File: config.mk
export PLATFORM = sky130hd
export DESIGN_NAME = raster_addr_gen
export DESIGN_NICKNAME = d
export VERILOG_FILES = /design/src/rtl/raster_addr_gen.sv
export SDC_FILE = /design/constraint.sdc
export NUM_CORES = 1
export LEC_CHECK = 0
export ABC_AREA = 1
export CORE_MARGIN = 1.5
export CORE_UTILIZATION = 47
export DETAILED_ROUTE_END_ITERATION = 16
export HOLD_SLACK_MARGIN = 0.12
export PLACE_DENSITY = 0.85
export SYNTH_ARGS = -nofsm -noshare
export SYNTH_HDL_FRONTEND = slang
export SYNTH_SLANG_ARGS = --single-unit
File: constraint.sdc
create_clock -name clk -period 1.5 [get_ports clk]
set_input_delay 0.15 -clock clk [delete_from_list [all_inputs] [get_ports clk]]
set_output_delay 0.15 -clock clk [all_outputs]
set_load 0.02 [all_outputs]
File: src/rtl/raster_addr_gen.sv
// Row-major 2-D raster address generator with line/frame markers and a frame counter.
// Latency: out_valid rises 1 cycle after start; one address per cycle while out_ready is high.
// Backpressure: out_ready=0 freezes every address and marker output; nothing is dropped.
module raster_addr_gen #(
  parameter int NUM_COLS = 1280,
  parameter int NUM_ROWS = 720,
  parameter int COL_W    = 11,
  parameter int ROW_W    = 10,
  parameter int ADDR_W   = 20,
  parameter int FCNT_W   = 8
) (
  input  logic              clk,
  input  logic              reset,
  input  logic              start,
  input  logic              loop_en,
  input  logic              abort,
  input  logic              out_ready,
  output logic              out_valid,
  output logic [COL_W-1:0]  col_addr,
  output logic [ROW_W-1:0]  row_addr,
  output logic [ADDR_W-1:0] lin_addr,
  output logic              sol,
  output logic              eol,
  output logic              sof,
  output logic              eof,
  output logic              busy,
  output logic              frame_done,
  output logic [FCNT_W-1:0] frame_cnt
);

  typedef enum logic {
    ST_IDLE = 1'b0,
    ST_RUN  = 1'b1
  } state_t;

  localparam logic [COL_W-1:0] COL_LAST = COL_W'(NUM_COLS - 1);
  localparam logic [ROW_W-1:0] ROW_LAST = ROW_W'(NUM_ROWS - 1);

  state_t              state_q, state_d;
  logic [COL_W-1:0]    col_q, col_d;
  logic [ROW_W-1:0]    row_q, row_d;
  logic [ADDR_W-1:0]   lin_q, lin_d;
  logic                frame_done_q, frame_done_d;
  logic [FCNT_W-1:0]   frame_cnt_q, frame_cnt_d;

  logic                run;
  logic                xfer;
  logic                at_eol;
  logic                at_last_row;

  assign run         = (state_q == ST_RUN);
  assign xfer        = run && out_ready;
  assign at_eol      = (col_q == COL_LAST);
  assign at_last_row = (row_q == ROW_LAST);

  // Next-state: abort beats everything; the linear address is stepped, never multiplied.
  always_comb begin
    state_d      = state_q;
    col_d        = col_q;
    row_d        = row_q;
    lin_d        = lin_q;
    frame_done_d = 1'b0;
    frame_cnt_d  = frame_cnt_q;

    if (abort) begin
      state_d = ST_IDLE;
      col_d   = '0;
      row_d   = '0;
      lin_d   = '0;
    end else begin
      case (state_q)
        ST_IDLE: begin
          if (start) begin
            state_d = ST_RUN;
            col_d   = '0;
            row_d   = '0;
            lin_d   = '0;
          end
        end
        ST_RUN: begin
          if (xfer) begin
            if (at_eol && at_last_row) begin
              // Last pixel: wrap to origin; looping keeps RUN so there is no bubble.
              col_d        = '0;
              row_d        = '0;
              lin_d        = '0;
              frame_done_d = 1'b1;
              frame_cnt_d  = frame_cnt_q + FCNT_W'(1);
              state_d      = loop_en ? ST_RUN : ST_IDLE;
            end else if (at_eol) begin
              col_d = '0;
              row_d = row_q + ROW_W'(1);
              lin_d = lin_q + ADDR_W'(1);
            end else begin
              col_d = col_q + COL_W'(1);
              lin_d = lin_q + ADDR_W'(1);
            end
          end
        end
        default: begin
          state_d = ST_IDLE;
          col_d   = '0;
          row_d   = '0;
          lin_d   = '0;
        end
      endcase
    end
  end

  // State, counters and the done pulse; reset forces everything to zero immediately.
  always_ff @(posedge clk or posedge reset) begin
    if (reset) begin
      state_q      <= ST_IDLE;
      col_q        <= '0;
      row_q        <= '0;
      lin_q        <= '0;
      frame_done_q <= 1'b0;
      frame_cnt_q  <= '0;
    end else begin
      state_q      <= state_d;
      col_q        <= col_d;
      row_q        <= row_d;
      lin_q        <= lin_d;
      frame_done_q <= frame_done_d;
      frame_cnt_q  <= frame_cnt_d;
    end
  end

  assign out_valid  = run;
  assign busy       = run;
  assign col_addr   = col_q;
  assign row_addr   = row_q;
  assign lin_addr   = lin_q;
  assign frame_done = frame_done_q;
  assign frame_cnt  = frame_cnt_q;

  // Markers decode the registered counters and are qualified by out_valid.
  assign sol = run && (col_q == '0);
  assign eol = run && at_eol;
  assign sof = run && (col_q == '0) && (row_q == '0);
  assign eof = run && at_eol && at_last_row;

endmodule

* Word-level counts from Yosys, hierarchy flattened
Cells that the tools add are included. W data, S select, Z words.
Storage, ports and cells: register bits after elaboration 51, bits in latches 0, bits in writable memories 0, memory bits (read-only) 0, output and inout port bits 56, word-level logic and storage cells 55, memories 0
Cells by class: add/sub/neg operators 4, multipliers 0, div/mod/pow operators 0, order comparisons 0, equality and inequality tests 5, shift operators 0, muxes and demuxes 27, bitwise logic cells 2, reductions and logical operators 11
Operator list (count):
- $mux W20 | 4
- $mux W11 | 5
- $mux W10 | 5
- $pmux W20 S2 | 1
- $pmux W11 S2 | 1
- $add A20 B1 Y20 const B | 1
- $pmux W10 S2 | 1
- $add A11 B1 Y11 const B | 1
- $eq A11 B11 Y1 const B | 1
- $logic_not A11 Y1 | 1
- $add A10 B1 Y10 const B | 1
- $eq A10 B10 Y1 const B | 1
- $logic_not A10 Y1 | 1
- $mux W1 | 9
- $add A8 B1 Y8 const B | 1
- $logic_and A1 B1 Y1 | 6
- $ne A4 B2 Y1 const B | 1
- $reduce_and A4 Y1 | 1
- $ne A3 B2 Y1 const B | 1
- $ne A3 B3 Y1 const B | 1
- $reduce_and A3 Y1 | 1
- $not A1 Y1 | 2
- $pmux W1 S2 | 1
- $reduce_and A2 Y1 | 1

* Longest topological paths before layout
depth after elaboration 6, gate-level depth with buffers 11

* Least setup slack after synthesis
OpenSTA, ideal clock, no wires.
path type register to register, start point register col_q[1] (netlist: col_addr[1]), end point register frame_cnt_q[2] (netlist: frame_cnt[2]), setup time 0.122 ns, data arrival time 1.540 ns, required time 1.378 ns, setup slack -0.162 ns, cell stages (with the launch flop) 10, path buffers 1, period minus slack after synthesis 1.662 ns, path through dfrtp_1 -> ha_1 -> nand2_1 -> nor2_4 -> nand3_2 -> nor2_1 -> nand3_2 -> buf_6 -> nand2_1 -> o21ai_2
Between the ends: word-level cells in the longest chain between the ends 3
RTL lines:
- start, declared | RTL line 40 | logic [COL_W-1:0] col_q, col_d;
- start signal, assigned | RTL line 121 | col_q <= col_d;
- $eq A11 B11 Y1 | RTL line 53 | assign at_eol = (col_q == COL_LAST);
- $logic_and A1 B1 Y1 | RTL line 82 | if (at_eol && at_last_row) begin
- $reduce_and A4 Y1 (no line)
- end signal, assigned | RTL line 125 | frame_cnt_q <= frame_cnt_d;
- end, declared | RTL line 44 | logic [FCNT_W-1:0] frame_cnt_q, frame_cnt_d;
Every way passes these cells. A chain may end at the register's enable or synchronous reset.

* Worst setup path after layout
start point register col_q[0] (netlist: col_addr[0]), end point register row_q[4] (netlist: row_addr[4])
Between the ends: word-level cells in the longest chain between the ends 6, elaborated cells between the ends (all ways) 8, those cells by class eq/ne (2); mux (4); reduce/logical (2)
RTL lines:
- $eq A11 B11 Y1 (*) | RTL line 53
- $logic_and A1 B1 Y1 | RTL line 82
- $mux W10 | RTL line 82
- $mux W10 | RTL line 81 | if (xfer) begin
- $pmux W10 S2 | RTL line 71 | case (state_q)
- $mux W10 | RTL line 65 | if (abort) begin
- end signal, assigned | RTL line 122 | row_q <= row_d;
- end, declared | RTL line 41 | logic [ROW_W-1:0] row_q, row_d;
Mark *: on every way between the ends. The rest lies on a longest branch, timed or not. The select of a mux whose other input is x is not followed.

==> results.md <==
* First-pass GRT wire length at 15,300 um
* Cell area after synthesis at between 0.003 and 0.004 sq mm
* LEAKAGE at 0.00254 uW
* # setup viols final at 56
* Crit start category: flop
* Mean instance size in the synthesized netlist at between 7 and 8 sq um
* Switching component of the power at slightly above 900 uW
* Internal Power at 1970 uW
* Synth warn at 0
* Proportion of layout cells with a drive suffix above 1 at 37.6%
* Placement row count at 29
* Relative contribution of combinational cells to total power at 22.4%
* Initial DRT Pass Iterations at 5
* Area Overhead vs Synth at 67.2%
* Non-filler instance count after layout at between 600 and 700
* Violations in the final reports: negative setup slack
* Worst setup margin at -0.326 ns
* Switching Share at roughly a third
* Synthesized net count at 429
* Final hold violation count at 0
* Max Freq at between 0.5 and 0.6 GHz
* Number of global-route vias before repair at 3,353
* Fin nets at around 570
* CP endpoint kind: flop
* Number of slew-limit violations in the final report at 0
* Post-Syn Instances at between 400 and 500
* Clock Latency Late Sink at between 0.3 and 0.4 ns
* Worst IR drop on VDD at about 0.57 mV
* Number of buffers created by CTS at 5
* Required time reported for the critical path endpoint at 1.77 ns
* CTS sink count at between 50 and 60
* Placeable core region at between 0.006 and 0.007 sq mm
* Routed wire length at ~11,000 um
* Worst Reg-to-Reg Cells at 13
* Overall Global Routing Usage at between 20% and 30%
* GRT overflow at 0
* Worst clock skew at about 0.015 ns
* Final period util at 122%
* Clock Tree Root: clkbuf_8
* TritonCTS clock tree: done
* Total vias in the final route at 3,565
* Number of violations reported at the end of detailed-routing iteration 0 at between 150 and 200
* Maximum number of pins on one net before global-route repair at 52
* CP Max Fanout at 5
* Status: complete, but fails checks
* Detailed-route wire length per cell at approximately 17 um
* Synth Register Bits at slightly above 50
* Power density over the cells at between 500 and 600 mW/mm^2
* Die area at 0.00703 sq mm
* Worst slew margin at approximately 77%
* Number of buffer cells added on primary ports at 61
* Number of design rule violations left after detail routing at 0
* Routed vias/inst at approximately 5.6
* Total negative setup slack at -13.16 ns
* Post-synth cell types at 31
* Initial core utilization at around 48%
* Overall power at ~2900 uW
* Share of total power in sequential cells at between 40% and 50%
* Portion of the post-synthesis area used by sequential elements at roughly two fifths
* Worst slack at placement at -0.410 ns
* CTS H-tree depth at 2
* Buffers from clock root to sink, at most at 2
* Die height at roughly 84 um
* Worst min-delay path class: primary input to async pin
* Launching point of the worst reg2reg path: col_addr[0]
* Unrepaired setup endpoints after global routing: yes
* ANT cells at 0
* Tmin final at between 1.5 and 2 ns
* Placed wire-length estimate after detailed placement at between 5000 and 6000 um
* Antenna violations before repair at 0
* Max-Cap Viols at 0
* Chip width at approximately 84 um
* Final antenna-violating net count at 0
* Setup CP Type: flop to flop
* Worst Path Arrival at 2.10 ns
* Post-CTS Hold Buffers at 0
* Origin of the worst setup path: col_addr[0]
* Final weighted congestion of routability-driven global placement at 0.886
* Ports placed on the boundary at 62
* Clock input transition at the sequential cells of the worst setup and hold paths at 0.11 ns
* Slew at the pin closest to its max-slew limit at 0.339 ns
* Share of power burned in the clock network at 28.9%
* Number of placed cells counting well taps at around 600
==> cell families after synthesis <==
kind of cell,count (synthesis),share of synthesized area (%)
fa+ha+maj,6,2.44
simple gates,240,35.0
compound gates,35,6.80
buf+inv,68,9.40
xor+xnor,17,4.85
flops,51,41.5
==> sequential cells by signal, summed over array words and instances, names as in the netlist <==
register and cells:
lin_addr 20, col_addr 11, row_addr 10, busy 1, frame_done 1, frame_cnt 8
==> cell type report <==
cell class                 instances  area [sq um]
inverter                          60           265
fill                             366          1210
timing repair inverter             1          16.3
multi-input combinational        298          2070
sequential                        51          1280
clock inverter                     2          12.5
tap                               77          96.3
timing repair buffer             143          1320
clock buffer                       6          72.6
==> cell usage after synthesis, drive strengths merged <==
cell    instances  area share [%]
dfrtp          51              42
nor3            9             1.6
o21ai          25             4.7
a31oi           1            0.20
buf             7             1.9
xor2           11             3.1
and3            1            0.20
nand4          10             2.0
nand2         107              14
a21oi           3            0.49
clkbuf          1            0.12
nand3          40             7.0
clkinv          1            0.16
nor2           71             9.5
o21bai          5             1.2
ha              6             2.4
xnor2           6             1.7
nand3b          2            0.49
inv            59             7.2
o22ai           1            0.20
==> layout by cell type, fill, tap and decap left out, types with 7 or more instances in the layout <==
cell type,count
buf_6,12
nand3_2,11
nand2_4,9
nand2_2,13
nand4_1,10
dfrtp_2,7
dfrtp_1,44
nor2_4,23
o21ai_2,13
clkdlybuf4s50_1,8
buf_4,67
nand2_1,80
nand3_1,24
dlymetal6s2s_1,8
nor2_2,12
xor2_1,11
inv_1,53
nor2_1,36
dlygate4sd2_1,41
==> worst paths after layout <==
path | to | slack [ns]
hold / removal | frame_cnt[3] | 0.18
min in group clk | busy | 0.47
max in group asynchronous | lin_addr[0] | 1.05
setup / recovery | row_addr[4] | -0.33
hold reg to reg | lin_addr[19] | 0.54
setup reg to reg | row_addr[4] | -0.33
==> per-stage QoR <==
step | hold slack [ns] | area, sq um | utilization (%)
final | 0.185 | 5140 | 80.9
after global routing | 0.200 | 5140 | 80.9
after CTS | 0.210 | 4610 | 72.6
after detailed placement | 0.516 | 4320 | 68.0
after global placement | 0.495 | 4320 | 68.0
after floorplan | 0.227 | 3130 | -
==> layer usage <==
layer / track usage (%) / part of all wire, % / vias to the layer above
met2: 44.6 / 50 / 212
met5: 0 / 0 / -
li1: - / - / 1603
met3: 5.64 / 7.4 / 52
met1: 33.2 / 38 / 1698
met4: 13.9 / 5.0 / 0
==> power by group through the flow <==
stage          logic, uW  clock network [uW]  registers, uW
4_1_cts              497                 821           1400
6_report             647                 835           1410
3_5_place_dp         430                   0           1430
3_3_place_gp         423                   0           1430
5_1_grt              680                 902           1410
2_1_floorplan        203                   0           1450
==> critical path, stage by stage (launching register included) <==
cell,delay [ns]
dfrtp_2,0.38
buf_6,0.11
ha_4,0.13
nand2_4,0.06
nor2_4,0.14
buf_6,0.12
nand3_4,0.08
buf_6,0.15
nand2_8,0.10
nand2_8,0.08
buf_8,0.14
o21bai_1,0.13
nand2_1,0.07
inv_1,0.07
==> timing repair <==
action                                  4_1_cts  5_1_grt
gates resized for setup                     123      107
pin swaps                                    10       27
endpoints found under the setup margin       95       63
buffers inserted                              6        8
gates cloned                                  1        1
Power figures use the tool's default switching activity.
==> edit 1, RTL diff (config.mk and constraints unchanged) <==
Change the parameter `COL_W` from 11 to 15.
--- a/src/rtl/raster_addr_gen.sv
+++ b/src/rtl/raster_addr_gen.sv
@@ -4,7 +4,7 @@
 module raster_addr_gen #(
   parameter int NUM_COLS = 1280,
   parameter int NUM_ROWS = 720,
-  parameter int COL_W    = 11,
+  parameter int COL_W    = 15,
   parameter int ROW_W    = 10,
   parameter int ADDR_W   = 20,
   parameter int FCNT_W   = 8
Interface: changed (resized col_addr); port bits go from 62 to 66. The function was not compared with the original's and may differ.
==> edit 1 against the original RTL <==
  * Wire length up 50%
  * Power up 0.67%
  * Sequential cell count up 4
  * Non-clock buffer count up 41
  * Critical path type unchanged
  * Area after synthesis up 12%
  * The run still ends with setup timing left
  * Sequential share of layout area down 0.67 points
  * Design area up 12%
  * Hold slack worse by 0.060 ns
  * Clock power up 6.8%
  * Synthesized cell count up 14%
  * Combinational power down 21%
  * Count of clock-buffer cells in the layout down 1
  * Setup slack worse by 0.28 ns
==> edit 1: results (changes against the original RTL) <==
{
  "global_routing": {
    "first_global_vias": {"value": 4326, "change": "+29%"},
    "grt_start_max_net_pins": {"value": 20, "change": "-62%"},
    "grt_first_pass_wirelength": {"value": 20.6, "unit": "mm", "change": "+34%"},
    "global_route.usage.total": {"value": 0.343, "change": "+0.0741"}
  },
  "finish": {
    "share_of_post_route_cells_with_drive_strength_above_1": {"value": 0.413, "change": "+0.0369"},
    "design.final.nets": {"value": 672, "change": "+17%"}
  },
  "place": {
    "dp_worst_setup_slack": {"value": -0.368, "unit": "ns", "change": "+0.0418 ns"},
    "dpl-instance-area": {"value": 4950, "unit": "um^2", "change": "+15%"},
    "number_of_placed_instances_with_taps_included": {"value": 716, "change": "+17%"},
    "dp_hpwl": {"value": 7.96, "unit": "mm", "change": "+34%"}
  },
  "sta": {
    "summed_negative_setup_slack_over_all_endpoints": {"value": -18.67, "unit": "ns", "change": "-5.51 ns"},
    "final-setup-viol-count": {"value": 61, "change": "+8.9%"},
    "finClkSkew": {"value": 0.0322, "unit": "ns", "change": "+0.0176 ns"},
    "worst_hold_slack_across_all_endpoints": {"value": 0.125, "unit": "ns", "change": "-0.0595 ns"},
    "setup_ws": {"value": -0.610, "unit": "ns", "change": "-0.284 ns"}
  },
  "status": {
    "failing_checks": "setup timing",
    "run_status": "finished with violations"
  },
  "power_and_ir_drop": {
    "leakage": {"value": 2.95, "unit": "nW", "change": "+16%"},
    "vdd_drop_max": {"value": 0.000430, "unit": "V", "change": "-25%"}
  },
  "yosys": {
    "ys_types": {"value": 34, "change": "+9.7%"},
    "synthAdderAreaFrac": {"value": 0.0217, "change": "-0.00270"},
    "synth_xor_xnor_area_share": {"value": 0.0380, "change": "-0.0104"},
    "synth_commonest_cells": "nand2_1 (130), inv_1 (59), nor2_1 (59), dfrtp_1 (55), nand3_1 (43)",
    "synth.top_cells.by_area": "dfrtp_1 (40%), nand2_1 (14%), inv_1 (6.4%), nor2_1 (6.4%), nand3_1 (6.2%)",
    "area_fraction_in_compound_gates_after_synthesis": {"value": 0.0536, "change": "-0.0144"},
    "seq_area_frac_synth": {"value": 0.398, "change": "-0.0169"},
    "yosys.area.top_type_share": {"value": 0.398, "change": "-0.0169"},
    "syn_nets": {"value": 487, "change": "+14%"},
    "syn_area_per_cell": {"value": 7.27, "unit": "um^2", "change": "-1.3%"}
  },
  "critical_path": {
    "worstRegToRegCells": {"value": 11, "change": "-2"},
    "worstPathArrival": {"value": 2.34, "unit": "ns", "change": "+0.24 ns"},
    "crit_family": "simple AND/OR/NAND/NOR gates",
    "critical-path-max-stage-delay": {"value": 0.50, "unit": "ns", "change": "+0.12 ns"},
    "worst-path-max-fanout": {"value": 6, "change": "+1"},
    "timing.critical_path.slowest_stage_cell": "dfrtp_1"
  },
  "route": {
    "routed_via_count": {"value": 4596, "change": "+29%"}
  }
}
-- edit 1: cell count changes after synthesis, sizes merged, moves of 5 or more --
cell,delta
nand2,+29
a21oi,+5
nor3,+16
o21ai,-9
nand4,+5
o21bai,-5
nor2,-5
inv,+7
-- edit 1: metal layers --
layer,wire length (um),GRT usage
met5,0,0
met3,1950,0.0774
met4,1420,0.227
met2,7540,0.590
met1,5640,0.380
-- edit 1: cell type report --
type / instances / area [um^2]
repair buffers: 184 / 1620
well taps: 99 / 124
clock inverters: 3 / 20.0
clock buffers: 5 / 68.8
fillers: 412 / 1430
diodes: 1 / 2.50
multi-input cells: 347 / 2230
flip-flops and latches: 55 / 1400
repair inverters: 1 / 7.51
inverters: 66 / 272
-- edit 1: worst reg2reg max path, stage by stage (launching register included) --
cell     delay, ns
dfrtp_1       0.50
nand2_1       0.15
nor2_2        0.15
nand2_2       0.11
nor2_8        0.10
buf_6         0.14
buf_12        0.12
nand2_8       0.08
nor2_4        0.18
nand2_4       0.13
nand2_1       0.24
nand2_1       0.12
-- edit 1: what timing repair did --
item	4_1_cts	5_1_grt
pin swaps	19	38
gates cloned	2	0
gates resized for setup	138	91
setup buffers	18	18
endpoints found under the setup margin	107	65
-- edit 1: worst max path at each step --
stage | from | end | slack, ns | depth (start not counted)
2_1_floorplan | col_addr[0] | frame_cnt[5] | -0.08 | 11
5_1_grt | col_addr[10] | frame_cnt[0] | -0.69 | 11
4_1_cts | row_addr[9] | sof | -0.26 | 4
3_5_place_dp | col_addr[2] | sof | -0.37 | 4
3_3_place_gp | col_addr[2] | sof | -0.31 | 4
6_report | col_addr[10] | frame_cnt[0] | -0.61 | 11
-- edit 1: power breakdown --
group	leakage [nW]	switching, mW	internal (mW)
combinational	2.17	0.311	0.201
sequential	0.738	0.0120	1.49
clock	0.0402	0.564	0.328
==> edit 2, RTL diff (same settings) <==
Without the edit above. Make the reset (`reset`) synchronous in one clocked block.
--- a/src/rtl/raster_addr_gen.sv
+++ b/src/rtl/raster_addr_gen.sv
@@ -108,7 +108,7 @@
   end
 
   // State, counters and the done pulse; reset forces everything to zero immediately.
-  always_ff @(posedge clk or posedge reset) begin
+  always_ff @(posedge clk) begin
     if (reset) begin
       state_q      <= ST_IDLE;
       col_q        <= '0;
Behaviour: differs if reset is asserted again (counterexample within 4 cycles, from zero or initial values and one cycle with reset high); with reset held inactive, the same outputs for 10 cycles.
==> edit 2 against the original RTL <==
  * The flow still finishes with violations (setup timing)
  * First-iteration DRC count grew 100%
  * Final cell count up 8.5%
  * Sequential cell count unchanged
  * Setup slack lost 0.053 ns
  * Area after synthesis is 2.9% lower
  * Critical path depth is the same
  * Core utilization is 3.0 points higher
  * Design area is 1.6% lower
  * Wire length is 21% higher
  * Critical path type unchanged
  * Largest cell class unchanged
  * Highest routed layer unchanged
Power is not compared: it rests on default switching activity, and its combinational part moved more than twofold at a synthesized area within 25%.
==> edit 2: results (changes against the original RTL) <==
{
  "status": {
    "run_status": "finished with violations",
    "failing_checks": "setup timing"
  },
  "yosys": {
    "syn_nets": {"value": 472, "change": "+10%"},
    "ys_dominant_reg_cell": "dfxtp_1",
    "synth_commonest_cells": "nand2_1 (135), nor2_1 (62), dfxtp_1 (51), inv_1 (42), a21oi_1 (39)",
    "yosysWarnings": {"value": 0, "change": "unchanged"},
    "ys_types": {"value": 32, "change": "+3.2%"},
    "postSynth.asyncResetShare": {"value": 0, "change": "-1.00"},
    "seq_area_frac_synth": {"value": 0.342, "change": "-0.0733"},
    "synth.top_cells.by_area": "dfxtp_1 (34%), nand2_1 (17%), nor2_1 (7.8%), a21oi_1 (6.5%), nand3_1 (5.9%)"
  },
  "route": {
    "detail_route.iter0.violations": {"value": 393, "change": "+100%"},
    "routed_via_count": {"value": 4245, "change": "+19%"},
    "firstDrtPassIters": {"value": 6, "change": "+1"},
    "total_wire_length": {"value": 13.4, "unit": "mm", "change": "+21%"}
  },
  "place": {
    "place_congestion": {"value": 0.923, "change": "+4.1%"},
    "dp_worst_setup_slack": {"value": -0.366, "unit": "ns", "change": "+0.0440 ns"},
    "dp_hpwl": {"value": 6.24, "unit": "mm", "change": "+4.9%"},
    "dpl-instance-area": {"value": 4320, "unit": "um^2", "change": "about the same"}
  },
  "global_routing": {
    "global_route.usage.total": {"value": 0.320, "change": "+0.0505"},
    "grt_start_max_net_pins": {"value": 24, "change": "-54%"},
    "met2_usage": {"value": 0.568, "change": "+0.123"},
    "first_global_vias": {"value": 3617, "change": "+7.9%"},
    "grt_first_pass_wirelength": {"value": 16.6, "unit": "mm", "change": "+8.5%"},
    "met3_track_usage_gr": {"value": 0.0725, "change": "+0.0161"},
    "met1_usage": {"value": 0.347, "change": "+0.0153"}
  },
  "sta": {
    "worst_slew_pin_slew": {"value": 0.316, "unit": "ns", "change": "-0.0230 ns"},
    "finClkSkew": {"value": 0.0175, "unit": "ns", "change": "+0.00292 ns"},
    "final-setup-viol-count": {"value": 54, "change": "-3.6%"},
    "setup_ws": {"value": -0.379, "unit": "ns", "change": "-0.0529 ns"}
  },
  "critical_path": {
    "timing.critical_path.slowest_stage_cell": "dfxtp_4",
    "crit_family": "buffers and inverters",
    "worstPathArrival": {"value": 2.13, "unit": "ns", "change": "+0.03 ns"},
    "worst-path-max-fanout": {"value": 6, "change": "+1"}
  },
  "finish": {
    "design.final.nets": {"value": 628, "change": "+9.8%"},
    "share_of_post_route_cells_with_drive_strength_above_1": {"value": 0.368, "change": "-0.00820"}
  },
  "hold_path": {
    "hold_path_class": "in2reg"
  },
  "clock_network": {
    "tritoncts.num_buffers": {"value": 5, "change": "unchanged"},
    "insertion_delay_ns": 0.33
  }
}
[edit 2: cell types whose count changed after synthesis, moves of 5 or more]
cell / change
nand4_1: +5
nor2_1: -5
a21oi_1: +36
dfxtp_1: +51
inv_1: -14
o21ai_0: -6
dfrtp_1: -51
nand2_1: +35
[edit 2: worst reg2reg max path: stages, from the launching register on]
cell     delay, ns
dfxtp_4       0.39
ha_4          0.15
nand2_4       0.06
nor2_4        0.10
buf_6         0.12
nand3_4       0.07
buf_6         0.15
buf_6         0.11
o21ai_4       0.20
buf_12        0.17
nand2_4       0.05
nand2_2       0.07
nand2_2       0.05
nor2_1        0.11
[edit 2: timing repair]
| item | 4_1_cts | 5_1_grt |
|---|---|---|
| pin swaps | 28 | 37 |
| resized for setup | 128 | 84 |
| gates cloned | 1 | 1 |
| setup endpoints to repair | 90 | 64 |
| buffers inserted | 11 | 11 |
[edit 2: layer usage]
layer	part of all wire	wire length [um]
met1	0.35	4710
met2	0.46	6230
met3	0.098	1320
met5	0	0
met4	0.087	1160
[edit 2: final timing paths]
path / from / end / slack (ns) / cells past startpoint
max: col_addr[0] / row_addr[2] / -0.38 / 13
min: abort / frame_done / 0.47 / 2
max reg2reg: col_addr[0] / row_addr[2] / -0.38 / 13
min reg2reg: row_addr[7] / row_addr[7] / 0.50 / 2
[edit 2: metrics by stage]
stage                     instances  hold WS (ns)  setup TNS, ns
final                           692         0.469         -12.49
after global routing            692         0.480         -14.88
after CTS                       680         0.483          -5.94
after detailed placement        661         0.493          -7.73
after global placement          661         0.473          -6.05
after floorplan                 460         0.227         -0.320
[edit 2: cell families after synthesis]
family,share of synthesized area
and+or+nand+nor,0.420
AOI/OAI and AO/OA,0.0993
adders and majority gates,0.0251
xor gates and xnor gates,0.0323
DFF,0.342
buffers and inverters,0.0809
[edit 2: cell type report]
type / instances / area, um^2
tap: 75 / 93.8
fill: 318 / 972
timing repair buffer: 159 / 1450
inverter: 47 / 186
multi-input combinational: 352 / 2180
clock buffer: 8 / 101
sequential: 51 / 1040
[edit 2: report_power, final]
part	internal (mW)	switching (mW)	leakage, nW
Clock	0.434	0.502	0.0506
Sequential	1.35	0.00486	0.416
Combinational	0.134	0.186	1.83
Total	1.92	0.693	2.29
